--- config.mk ---
export PLATFORM = sky130hd
export DESIGN_NAME = shared_gate_arbiter
export DESIGN_NICKNAME = d
export VERILOG_FILES = /design/src/rtl/shared_gate_arbiter.sv
export SDC_FILE = /design/constraint.sdc
export NUM_CORES = 1
export LEC_CHECK = 0
export ABC_CLOCK_PERIOD_IN_PS = 5400
export BUFFER_PORTS_ARGS = -buffer_cell sky130_fd_sc_hd__buf_2
export CAP_MARGIN = 20
export CELL_PAD_IN_SITES_DETAIL_PLACEMENT = 1
export CELL_PAD_IN_SITES_GLOBAL_PLACEMENT = 1
export CORE_ASPECT_RATIO = 1.1
export CORE_MARGIN = 3
export CORE_UTILIZATION = 32
export CTS_BUF_LIST = sky130_fd_sc_hd__clkbuf_16
export DETAILED_ROUTE_END_ITERATION = 10
export HOLD_SLACK_MARGIN = 0.08
export PLACE_DENSITY = 0.95
export SKIP_CTS_REPAIR_TIMING = 1
export SLEW_MARGIN = 20
export SYNTH_ARGS = -nofsm -noshare
export SYNTH_HDL_FRONTEND = slang
export SYNTH_SLANG_ARGS = --single-unit
--- constraint.sdc ---
create_clock -name clk -period 5.4 [get_ports clk]
set_clock_uncertainty 0.2 [all_clocks]
set_input_delay 0.54 -clock clk [delete_from_list [all_inputs] [get_ports clk]]
set_output_delay 0.54 -clock clk [all_outputs]
set_load 0.05 [all_outputs]
--- src/rtl/shared_gate_arbiter.sv ---
// Round-robin arbiter sharing one registered bitwise gate unit (NOT/AND/OR/XOR) among N_REQ requesters.
// Optional per-requester saturating grant counters are enabled by defining SHARED_GATE_STATS_EN.
module shared_gate_arbiter #(
  parameter int N_REQ = 4,
  parameter int WIDTH = 8
) (
  input  logic                       clk,
  input  logic                       rst,
  input  logic [N_REQ-1:0]           req_valid,
  output logic [N_REQ-1:0]           req_ready,
  input  logic [2*N_REQ-1:0]         req_op,
  input  logic [WIDTH*N_REQ-1:0]     req_a,
  input  logic [WIDTH*N_REQ-1:0]     req_b,
  output logic                       rsp_valid,
  input  logic                       rsp_ready,
  output logic [$clog2(N_REQ)-1:0]   rsp_id,
  output logic [WIDTH-1:0]           rsp_data
`ifdef SHARED_GATE_STATS_EN
  ,
  output logic [16*N_REQ-1:0]        grant_count
`endif
);
  localparam int ID_W = $clog2(N_REQ);

  function automatic logic [WIDTH-1:0] f_gate(input logic [1:0] op,
                                              input logic [WIDTH-1:0] a,
                                              input logic [WIDTH-1:0] b);
    case (op)
      2'd0:    f_gate = ~a;
      2'd1:    f_gate = a & b;
      2'd2:    f_gate = a | b;
      default: f_gate = a ^ b;
    endcase
  endfunction

  logic [ID_W-1:0]  r_ptr;
  logic             r_vld_p1;
  logic [ID_W-1:0]  r_id_p1;
  logic [WIDTH-1:0] r_data_p1;

  logic             w_found;
  logic [ID_W-1:0]  w_win;
  logic [ID_W-1:0]  w_idx;
  logic             w_slot_avail;
  logic             w_accept;
  logic [1:0]       w_op;
  logic [WIDTH-1:0] w_a;
  logic [WIDTH-1:0] w_b;
  logic [N_REQ-1:0] w_req_ready;

  // Stage 0: rotating-priority search starting at r_ptr, operand select
  always_comb begin
    w_found = 1'b0;
    w_win   = '0;
    w_idx   = '0;
    for (int k = 0; k < N_REQ; k++) begin
      w_idx = ID_W'((int'(r_ptr) + k) % N_REQ);
      if (!w_found && req_valid[w_idx]) begin
        w_found = 1'b1;
        w_win   = w_idx;
      end
    end
  end

  assign w_slot_avail = ~r_vld_p1 | rsp_ready;
  assign w_accept     = w_found & w_slot_avail & ~rst;
  assign w_op         = req_op[2*int'(w_win) +: 2];
  assign w_a          = req_a[WIDTH*int'(w_win) +: WIDTH];
  assign w_b          = req_b[WIDTH*int'(w_win) +: WIDTH];

  always_comb begin
    w_req_ready = '0;
    if (w_accept) w_req_ready[w_win] = 1'b1;
  end

  assign req_ready = w_req_ready;

  // Stage 1: single-entry result slot; drain and refill may happen in the same cycle
  always_ff @(posedge clk) begin
    if (rst) begin
      r_ptr     <= '0;
      r_vld_p1  <= 1'b0;
      r_id_p1   <= '0;
      r_data_p1 <= '0;
    end else if (w_accept) begin
      r_vld_p1  <= 1'b1;
      r_id_p1   <= w_win;
      r_data_p1 <= f_gate(w_op, w_a, w_b);
      r_ptr     <= (w_win == ID_W'(N_REQ - 1)) ? '0 : w_win + 1'b1;
    end else if (r_vld_p1 && rsp_ready) begin
      r_vld_p1  <= 1'b0;
    end
  end

  assign rsp_valid = r_vld_p1;
  assign rsp_id    = r_id_p1;
  assign rsp_data  = r_data_p1;

`ifdef SHARED_GATE_STATS_EN
  for (genvar g = 0; g < N_REQ; g++) begin : g_stats
    logic [15:0] r_cnt;
    always_ff @(posedge clk) begin
      if (rst) begin
        r_cnt <= '0;
      end else if (w_req_ready[g] && r_cnt != 16'hFFFF) begin
        r_cnt <= r_cnt + 16'd1;
      end
    end
    assign grant_count[16*g +: 16] = r_cnt;
  end
`endif

endmodule

## Word-level counts from Yosys, hierarchy flattened

Index checks and enable logic that the tools add are counted.

- Add/subtract/negate cells: 4
- Multipliers: 0
- Div/mod/pow operators: 0
- $lt $le $gt $ge: 6
- Equality and inequality tests: 3
- Shifts and indexed selects: 3
- Muxes and demuxes: 23
- Bitwise gates (word level): 9
- Reductions and logical operators: 10

Operators with widths:

| cell | number |
|---|---|
| 32-bit by 6-bit variable part select with 8-bit output | 2 |
| 8-bit one-hot mux with 3 select lines | 1 |
| 2-bit by 3-bit < comparator with 1-bit output, second input constant | 5 |
| 1-bit two-way mux | 11 |
| 2-bit two-way mux | 5 |
| 8-bit AND | 1 |
| 1-bit binary-select mux with 2-bit select | 4 |
| 8-bit inverter | 1 |
| 8-bit bitwise OR | 1 |
| 8-bit by 4-bit variable part select with 2-bit output | 1 |
| 8-bit bitwise XOR | 1 |
| 1-bit logical AND | 5 |
| 2-bit by 1-bit adder with 2-bit output, second input constant | 2 |
| 2-bit adder, second input constant | 2 |
| 2-bit == test, second input constant | 2 |
| 4-bit two-way mux | 1 |
| 1-bit zero test | 3 |
| 1-bit AND | 2 |
| 1-bit demux with 2-bit select | 1 |
| 2-bit by 1-bit == test with 1-bit output, second input constant | 1 |
| 2-bit by 1-bit greater-or-equal comparator with 1-bit output, second input constant | 1 |
| 2-bit zero test | 1 |
| 1-bit inverter | 2 |
| 2-bit nonzero test | 1 |
| 1-bit bitwise OR | 1 |

- Register bits after elaboration: 13
- Latch bits: 0
- RAM bits: 0
- ROM bits: 0
- Bits of input ports: 79
- Output and inout bits: 15
- Word-level logic and storage cells: 62
- Memories kept: 0

## Longest topological paths before layout

Gate-level depths: netlist (run 1).

- Depth in word-level cells: 17
- Gate-level depth with buffers: 13
- Mapped depth without buffers: 12

## Worst setup path after synthesis (run 1)

No wires, ideal clock.

- Path kind: input to output
- Start point: input port req_valid[2]
- End point: output port req_ready[1]
- Arrival: 2,139 ps
- Required time: 4,660 ps
- Setup slack: 2,521 ps
- Cell stages on the path: 7
- Path buffers: 1
- Path through: nor2b_1 -> nor4_1 -> nor2_1 -> inv_2 -> buf_2 -> ha_1 -> and2_1

- Cells in the longest elaborated chain, start to end: 17
- Elaborated cells on any way between the ends: 30
- Classes of those cells: order compare: 2; mux: 19; bitwise: 2; reduce/logical: 7

RTL lines:

| element | line | source |
|---|---|---|
| start: declaration | 9 | `input logic [N_REQ-1:0] req_valid,` |
| 1-bit binary-select mux with 2-bit select | 58 | `if (!w_found && req_valid[w_idx]) begin` |
| 1-bit two-way mux (implied by the code) | 58 |  |
| 1-bit two-way mux | 58 |  |
| 1-bit zero test | 58 |  |
| 1-bit logical AND | 58 |  |
| 1-bit two-way mux | 58 |  |
| 1-bit zero test | 58 |  |
| 1-bit logical AND | 58 |  |
| [2 not listed] | -- |  |
| 1-bit logical AND | 58 |  |
| 2-bit two-way mux (*) | 58 |  |
| via w_win[0] | 42 | `logic [ID_W-1:0] w_win;` |
| 2-bit by 3-bit < comparator with 1-bit output (implied by the code) or 2-bit by 1-bit greater-or-equal comparator with 1-bit output (tied branches) | 73 | `if (w_accept) w_req_ready[w_win] = 1'b1;` |
| 1-bit logical AND (implied by the code) | 73 |  |
| 1-bit two-way mux (implied by the code) | 73 |  |
| 1-bit demux with 2-bit select (*) | 73 |  |
| 4-bit two-way mux (*) | 73 |  |
| end: declaration | 10 | `output logic [N_REQ-1:0] req_ready,` |

The timed path passes the listed nets; every way through them passes the cells marked *. The select of a mux whose other input is x is not followed.

## Final worst setup path (run 1)

- Start point: input port req_valid[0]
- End point: register r_data_p1[3], in the netlist rsp_data[3]

- Cells in the longest elaborated chain, start to end: 15
- Elaborated cells on any way between the ends: 35
- Classes of those cells: eq/ne: 2; shift: 3; mux: 17; bitwise: 6; reduce/logical: 7

RTL lines:

| element | line | source |
|---|---|---|
| 1-bit binary-select mux with 2-bit select | 58 |  |
| 1-bit two-way mux (implied by the code) | 58 |  |
| 1-bit two-way mux | 58 |  |
| 1-bit zero test | 58 |  |
| 1-bit logical AND | 58 |  |
| 1-bit two-way mux | 58 |  |
| 1-bit zero test | 58 |  |
| 1-bit logical AND | 58 |  |
| 1-bit two-way mux | 58 |  |
| 1-bit zero test | 58 |  |
| 1-bit logical AND | 58 |  |
| 2-bit two-way mux | 58 |  |
| 32-bit by 6-bit variable part select with 8-bit output (tied with other cells) | 68 | `assign w_a = req_a[WIDTH*int'(w_win) +: WIDTH];` |
| 8-bit bitwise XOR (tied with other cells) | 32 | `default: f_gate = a ^ b;` |
| 8-bit one-hot mux with 3 select lines | 28 | `case (op)` |
| end signal: assignment | 88 | `r_data_p1 <= f_gate(w_op, w_a, w_b);` |
| end: declaration | 39 | `logic [WIDTH-1:0] r_data_p1;` |

Parallel ways exist; a longest one is shown, timed or not. The select of a mux whose other input is x is not followed.
A chain may end at the register's enable or synchronous reset.

==> summary.txt, run 1 <==
Yosys
  • Synth Flop Type: dfxtp_1
  • Syn Inst Count: 226
  • Syn Nets: approximately 320
  • Largest area contributor in the netlist: dfxtp_1
  • Count leader, synth: nand2_1
  • Share of the synthesized area in the top cell type: 16.2%
  • Synth unique cells: 42
  • Post-synth ARST share: 0%
  • Main area contributors after synthesis: dfxtp_1 16%, ha_1 10%, a21oi_1 9.7%
  • Post-synth design cell area: between 0.0015 and 0.002 sq mm
  • EDFF count, synth: 0
  • Synth Area per Inst: 7.11 sq um
  • Seq/Total Area, Yosys: 16.2%
  • Most frequent cells after synthesis: 35 x nand2_1, 31 x a21oi_1, 13 x a22oi_1, 13 x dfxtp_1, 13 x ha_1
  • Synthesis warning total: 0
  • Synthesis-stage register bit count: 13

Clocking
  • Clk_lat worst skew: 240 ps
  • CTS tree: yes
  • CTS sink count: 13
  • H-tree level count: 1
  • Clock-pin slew on the worst setup and hold paths: 50 ps
  • Root Buffer: clkbuf_16
  • Cts bufs inserted: 3
  • Worst-case clock buffer depth: 2

Power
  • Lkg Pwr: ~1.1 nW
  • Max VDD drop: between 0.0002 and 0.00025 V
  • PD cells: ~400 mW/mm^2

Timing
  • Setup tns final: 0 ps
  • Final Hold Fails: 0
  • Min cycle time layout: approximately 3800 ps
  • Fmax: ~0.27 GHz
  • Setup Viol. Count Final: 0
  • Slew @ Worst Pin: ~800 ps
  • Fin crit share: between 60 and 70%
  • RSZ-0062 raised after global routing: false
  • Worst slew margin: a little under half
  • Fin. max-slew vios: 0

Route
  • Via density per instance: roughly 5.8
  • WL/cell: roughly 18 um
  • Drt pass-1 iters: 4
  • Residual DRC: 0
  • Via count: about 2100
  • Initial DRC count: 138
  • WL final: approximately 6600 um
  • Detail Route Antenna Nets: 0

Critical path
  • Worst setup EP type: flip-flop
  • Crit Path Category: primary input to flip-flop
  • Slowest CP cell: inv_1
  • Reg2Reg Launch Point: r_ptr[0]$_SDFFE_PP0P_
  • FF-to-FF End: rsp_data[3]$_SDFFE_PP0P_
  • Data required, critical path: ~5300 ps
  • Max Fanout on Critical Path: 23
  • WP data arrival: about 3700 ps
  • Critical Path, Cell by Cell: buf_2, nor2b_1, o21bai_1, nand2_2, inv_1, a32oi_2, or2_0, o32a_1, a22o_1
  • Reg2reg path depth: 8
  • CP startpoint kind: primary input
  • Critical Path Max Stage Delay: around 700 ps
  • Flop2flop setup slack: between 1500 and 2000 ps

GRT
  • Vias in the first global route: roughly 2100
  • Tot GR Track Use: 22.4%
  • Total grt overflow: 0
  • Antenna violations before repair: 0
  • Largest net degree at the start of global routing: 35
  • First-pass GRT wire length: between 10000 and 15000 um

Finish
  • Layout cell share with drive strength beyond 1: 34.4%
  • Final core utilization: 45.3%
  • Final nets: roughly 400
  • Area Growth Syn to Fin: 34.0%
  • Fill cells: ~660
  • Antenna Cells: 0
  • Reg area: around 260 sq um
  • Multi-input gate area: between 0.001 and 0.0015 sq mm

Die
  • Boundary Pins: 94
  • Die footprint: slightly below 0.006 sq mm
  • Initial Util: 33.8%
  • Num rows: 26
  • Die height: 80.3 um
  • Chip width: approximately 74 um
  • Core Footprint: between 0.004 and 0.005 sq mm

Place
  • PortBufs: 93
  • Routability cong.: 0.838
  • DP HPWL: 5020 um

Worst hold path
  • Hold EP: rsp_valid$_SDFFE_PP0P_
  • Worst min-delay path category: flip-flop to flip-flop
  • Hold depth: 2
  • Hold wc startpoint: rsp_valid$_SDFFE_PP0P_

Status
  • Outcome: finished, final reports clean

Run
  • Maxcap violations: 0
cells by family after synthesis:
logic type	synth area share, %
compound gates	38.2
fa+ha+maj	10.1
simple gates	27.8
mux	1.25
flops	16.2
buf+inv	6.46
worst max path at each step:
stage / slack [ps] / cells after the start / to / from
after floorplan: 2520 / 7 / req_ready[1] / req_valid[2]
after global placement: 1650 / 9 / rsp_data[5]$_SDFFE_PP0P_ / req_valid[0]
after detailed placement: 1460 / 9 / rsp_data[3]$_SDFFE_PP0P_ / req_valid[1]
after CTS: 1610 / 9 / rsp_data[3]$_SDFFE_PP0P_ / req_valid[0]
after global routing: 1350 / 9 / rsp_data[3]$_SDFFE_PP0P_ / req_valid[1]
final: 1640 / 9 / rsp_data[3]$_SDFFE_PP0P_ / req_valid[0]
state kept, by name, indices dropped and copies added, names as in the netlist:
name	flops
r_ptr	2
rsp_data	8
rsp_id	2
rsp_valid	1
layer usage:
metal | track usage (%) | routed length (um) | vias up
met3 | 4.01 | 557 | 15
met5 | 0 | 0 | -
met2 | 38.1 | 3250 | 94
met1 | 28.1 | 2660 | 1005
met4 | 6.70 | 138 | 0
li1 | - | - | 1010
critical path, delay by kind of cell:
family	cells	cell delay, ps
buf+inv	2	820
simple gates	3	970
compound gates	4	1360
metrics by stage:
stage / cells / hold slack, ps / area [sq um] / worst slack [ps] / power, mW
finish: 364 / 270 / 2150 / 1640 / 0.837
global route: 364 / 302 / 2150 / 1350 / 0.903
CTS: 364 / 271 / 2150 / 1610 / 0.841
detailed placement: 360 / 261 / 2070 / 1460 / 0.690
global placement: 360 / 253 / 2070 / 1650 / 0.660
floorplan: 226 / 318 / 1610 / 2520 / 0.550
cell type report:
| type | count | area share [%] |
|---|---|---|
| clock buffer | 3 | 3.49 |
| clock inverter | 1 | 0.174 |
| inverter | 7 | 1.22 |
| multi-input combinational | 190 | 57.8 |
| sequential | 13 | 12.1 |
| tap | 56 | 3.25 |
| timing repair buffer | 94 | 22.0 |
power breakdown:
group	internal (mW)	total (mW)	switching, mW
Clock	0.0980	0.142	0.0439
Combinational	0.190	0.545	0.355
Sequential	0.126	0.150	0.0246
cell usage in the layout (no fill, tap or decap), types with 2 or more instances in the layout:
| cell | n |
|---|---|
| a21boi_0 | 6 |
| clkbuf_16 | 3 |
| mux2i_1 | 2 |
| o32a_1 | 6 |
| a221oi_1 | 3 |
| a211o_1 | 2 |
| dfxtp_1 | 13 |
| and2_1 | 8 |
| buf_2 | 93 |
| nor2_2 | 2 |
| nand3_1 | 10 |
| nor2b_1 | 5 |
| nor4_1 | 4 |
| a211oi_1 | 2 |
| inv_1 | 7 |
| o22ai_1 | 7 |
| nor3b_1 | 2 |
| nor2_1 | 8 |
| nand2_1 | 35 |
| o211ai_1 | 2 |
| o21ai_0 | 4 |
| a22oi_1 | 13 |
| a21oi_1 | 31 |
| ha_1 | 13 |
| a22o_1 | 8 |
| nand2b_1 | 4 |
(Power assumes the default switching activity.)
==> run 2, diff against run 1 <==
--- a/config.mk
+++ b/config.mk
@@ -5,18 +5,18 @@
 export SDC_FILE = /design/constraint.sdc
 export NUM_CORES = 1
 export LEC_CHECK = 0
-export ABC_CLOCK_PERIOD_IN_PS = 5400
+export ABC_CLOCK_PERIOD_IN_PS = 3050
 export BUFFER_PORTS_ARGS = -buffer_cell sky130_fd_sc_hd__buf_2
 export CAP_MARGIN = 20
 export CELL_PAD_IN_SITES_DETAIL_PLACEMENT = 1
 export CELL_PAD_IN_SITES_GLOBAL_PLACEMENT = 1
 export CORE_ASPECT_RATIO = 1.1
 export CORE_MARGIN = 3
-export CORE_UTILIZATION = 32
+export CORE_UTILIZATION = 27
 export CTS_BUF_LIST = sky130_fd_sc_hd__clkbuf_16
 export DETAILED_ROUTE_END_ITERATION = 10
 export HOLD_SLACK_MARGIN = 0.08
-export PLACE_DENSITY = 0.95
+export PLACE_DENSITY = 0.9
 export SKIP_CTS_REPAIR_TIMING = 1
 export SLEW_MARGIN = 20
 export SYNTH_ARGS = -nofsm -noshare
==> constraint.sdc (replaced) <==
create_clock -name clk -period 3.05 [get_ports clk]
set_clock_uncertainty 0.2 [all_clocks]
set_input_delay 0.305 -clock clk [delete_from_list [all_inputs] [get_ports clk]]
set_output_delay 0.305 -clock clk [all_outputs]
set_load 0.05 [all_outputs]
==> run 2 against run 1 <==
Against the previous run:
- worst hold slack lost 150 ps
- worst setup slack lost 1400 ps
- clock power grew 75%
- global-route usage shrank 3.5 points
- design area grew 4.7%
- critical path type is now flip-flop to output pin
- largest cell class unchanged
==> summary.txt, run 2 (same netlist as run 1, synthesis figures left out) <==
Timing
  • Fin. max-slew vios: 0
  • Min cycle time layout: 2820 ps
  • Final Hold Fails: 0
  • Setup tns final: 0 ps
  • Fmax: 0.354 GHz
  • Fin crit share: between 90% and 100%
  • Slew @ Worst Pin: about 630 ps
  • Worst slew margin: 57.6%
  • Final WS setup: between 200 and 250 ps
  • Setup Viol. Count Final: 0
  • RSZ-0062 raised after global routing: false
  • Hold_ws: 120 ps

Power
  • Reg power frac: 17.5%
  • Max VDD drop: 0.000213 V
  • Clk pwr share: 16.3%
  • Logic pwr share: between 60 and 70%
  • P_int: slightly below 0.8 mW
  • Sw Ratio: between 40% and 50%
  • NetSw: around 0.76 mW
  • Lkg Pwr: around 1.1 nW
  • PD cells: roughly 680 mW/mm^2

Place
  • Area post-placement: between 0.002 and 0.0025 sq mm
  • Routability cong.: just over 0.9
  • Dpl ws: 85.1 ps
  • PortBufs: just over 90
  • DP HPWL: just over 5000 um

Run
  • Maxcap violations: 0

Clocking
  • Clk_lat worst skew: around 250 ps
  • Root Buffer: clkbuf_16
  • Clock-pin slew on the worst setup and hold paths: about 50 ps
  • Worst-case clock buffer depth: 2
  • H-tree level count: 1
  • Cts bufs inserted: 3
  • CTS tree: yes
  • CTS sink count: 13

Critical path
  • CP startpoint kind: flip-flop
  • Crit Path Category: flip-flop to output pin
  • Max Fanout on Critical Path: 29
  • Data required, critical path: ~2500 ps
  • Worst setup EP type: output pin
  • WP data arrival: between 2000 and 2500 ps

Finish
  • Max reg flops: 8
  • Layout cell share with drive strength beyond 1: about 36%
  • Reg area: about 260 sq um
  • Commonest non-fill, non-tap cells in the layout: 93 x buf_2, 35 x nand2_1, 31 x a21oi_1
  • Final nets: 411
  • Commonest non-fill, non-tap cell in the layout: buf_2
  • Antenna Cells: 0
  • Multi-input gate area: 0.00124 sq mm
  • Design Area, Final: around 0.0023 sq mm
  • Area Growth Syn to Fin: 40.3%
  • Fill cells: around 750

Die
  • Core Footprint: 0.00557 sq mm
  • Die footprint: between 0.006 and 0.007 sq mm
  • Die height: 86.9 um
  • Chip width: 79.5 um
  • Boundary Pins: 94
  • Num rows: 28
  • Initial Util: a little under 30%

Route
  • Initial DRC count: approximately 110
  • Residual DRC: 0
  • Drt pass-1 iters: 4
  • WL/cell: about 17 um
  • Via count: roughly 2100
  • Detail Route Antenna Nets: 0
  • WL final: approximately 6500 um
  • Via density per instance: roughly 5.2

Worst hold path
  • Worst min-delay path category: primary input to flip-flop

GRT
  • First-pass GRT wire length: 10300 um
  • Vias in the first global route: 2113
  • Largest net degree at the start of global routing: 34
  • Antenna violations before repair: 0
  • Tot GR Track Use: 18.9%
  • Total grt overflow: 0

Status
  • Outcome: finished, final reports clean
-- run 2: worst max-delay path, stage by stage, from the launching register on --
cell,delay [ps]
dfxtp_1,510
nor4b_2,440
nor2_2,120
inv_4,250
buf_4,200
ha_1,160
and2_1,130
buf_2,260
-- run 2: metrics by stage --
stage	util [%]	std cells	total power [mW]
6_report	40.5	393	1.53
5_1_grt	40.5	393	1.65
4_1_cts	40.4	393	1.53
3_5_place_dp	39.0	389	1.27
3_3_place_gp	39.0	389	1.21
2_1_floorplan	-	226	0.973
-- run 2: path summary, 6_finish.rpt --
check / end / start / depth (start not counted) / slack [ps]
max: req_ready[3] / r_ptr[1]$_SDFFE_PP0P_ / 7 / 230
min: rsp_valid$_SDFFE_PP0P_ / rst / 2 / 120
max reg2reg: rsp_data[3]$_SDFFE_PP0P_ / r_ptr[1]$_SDFFE_PP0P_ / 8 / 280
min reg2reg: rsp_valid$_SDFFE_PP0P_ / rsp_valid$_SDFFE_PP0P_ / 2 / 270
-- run 2: area by class of cell --
| cell class | instances | share of cell area [%] |
|---|---|---|
| clock buffer | 3 | 3.33 |
| clock inverter | 1 | 0.166 |
| inverter | 7 | 1.28 |
| multi-input combinational | 190 | 55.2 |
| sequential | 13 | 11.5 |
| tap | 75 | 4.16 |
| timing repair buffer | 104 | 24.3 |
-- run 2: power groups by stage --
| stage | registers [mW] | clock network, mW | logic, mW |
|---|---|---|---|
| floorplan | 0.412 | 0 | 0.561 |
| global placement | 0.265 | 0 | 0.949 |
| detailed placement | 0.267 | 0 | 1.00 |
| CTS | 0.266 | 0.252 | 1.02 |
| global route | 0.271 | 0.256 | 1.13 |
| finish | 0.267 | 0.249 | 1.01 |
-- run 2: routing by layer --
metal / wire length [um] / global-route usage (%) / share of wire [%] / vias to the layer above
li1: - / - / - / 1030
met1: 2830 / 24.2 / 44 / 950
met2: 3060 / 30.8 / 47 / 66
met3: 480 / 4.55 / 7.4 / 9
met4: 122 / 6.56 / 1.9 / 0
met5: 0 / 0 / 0 / -
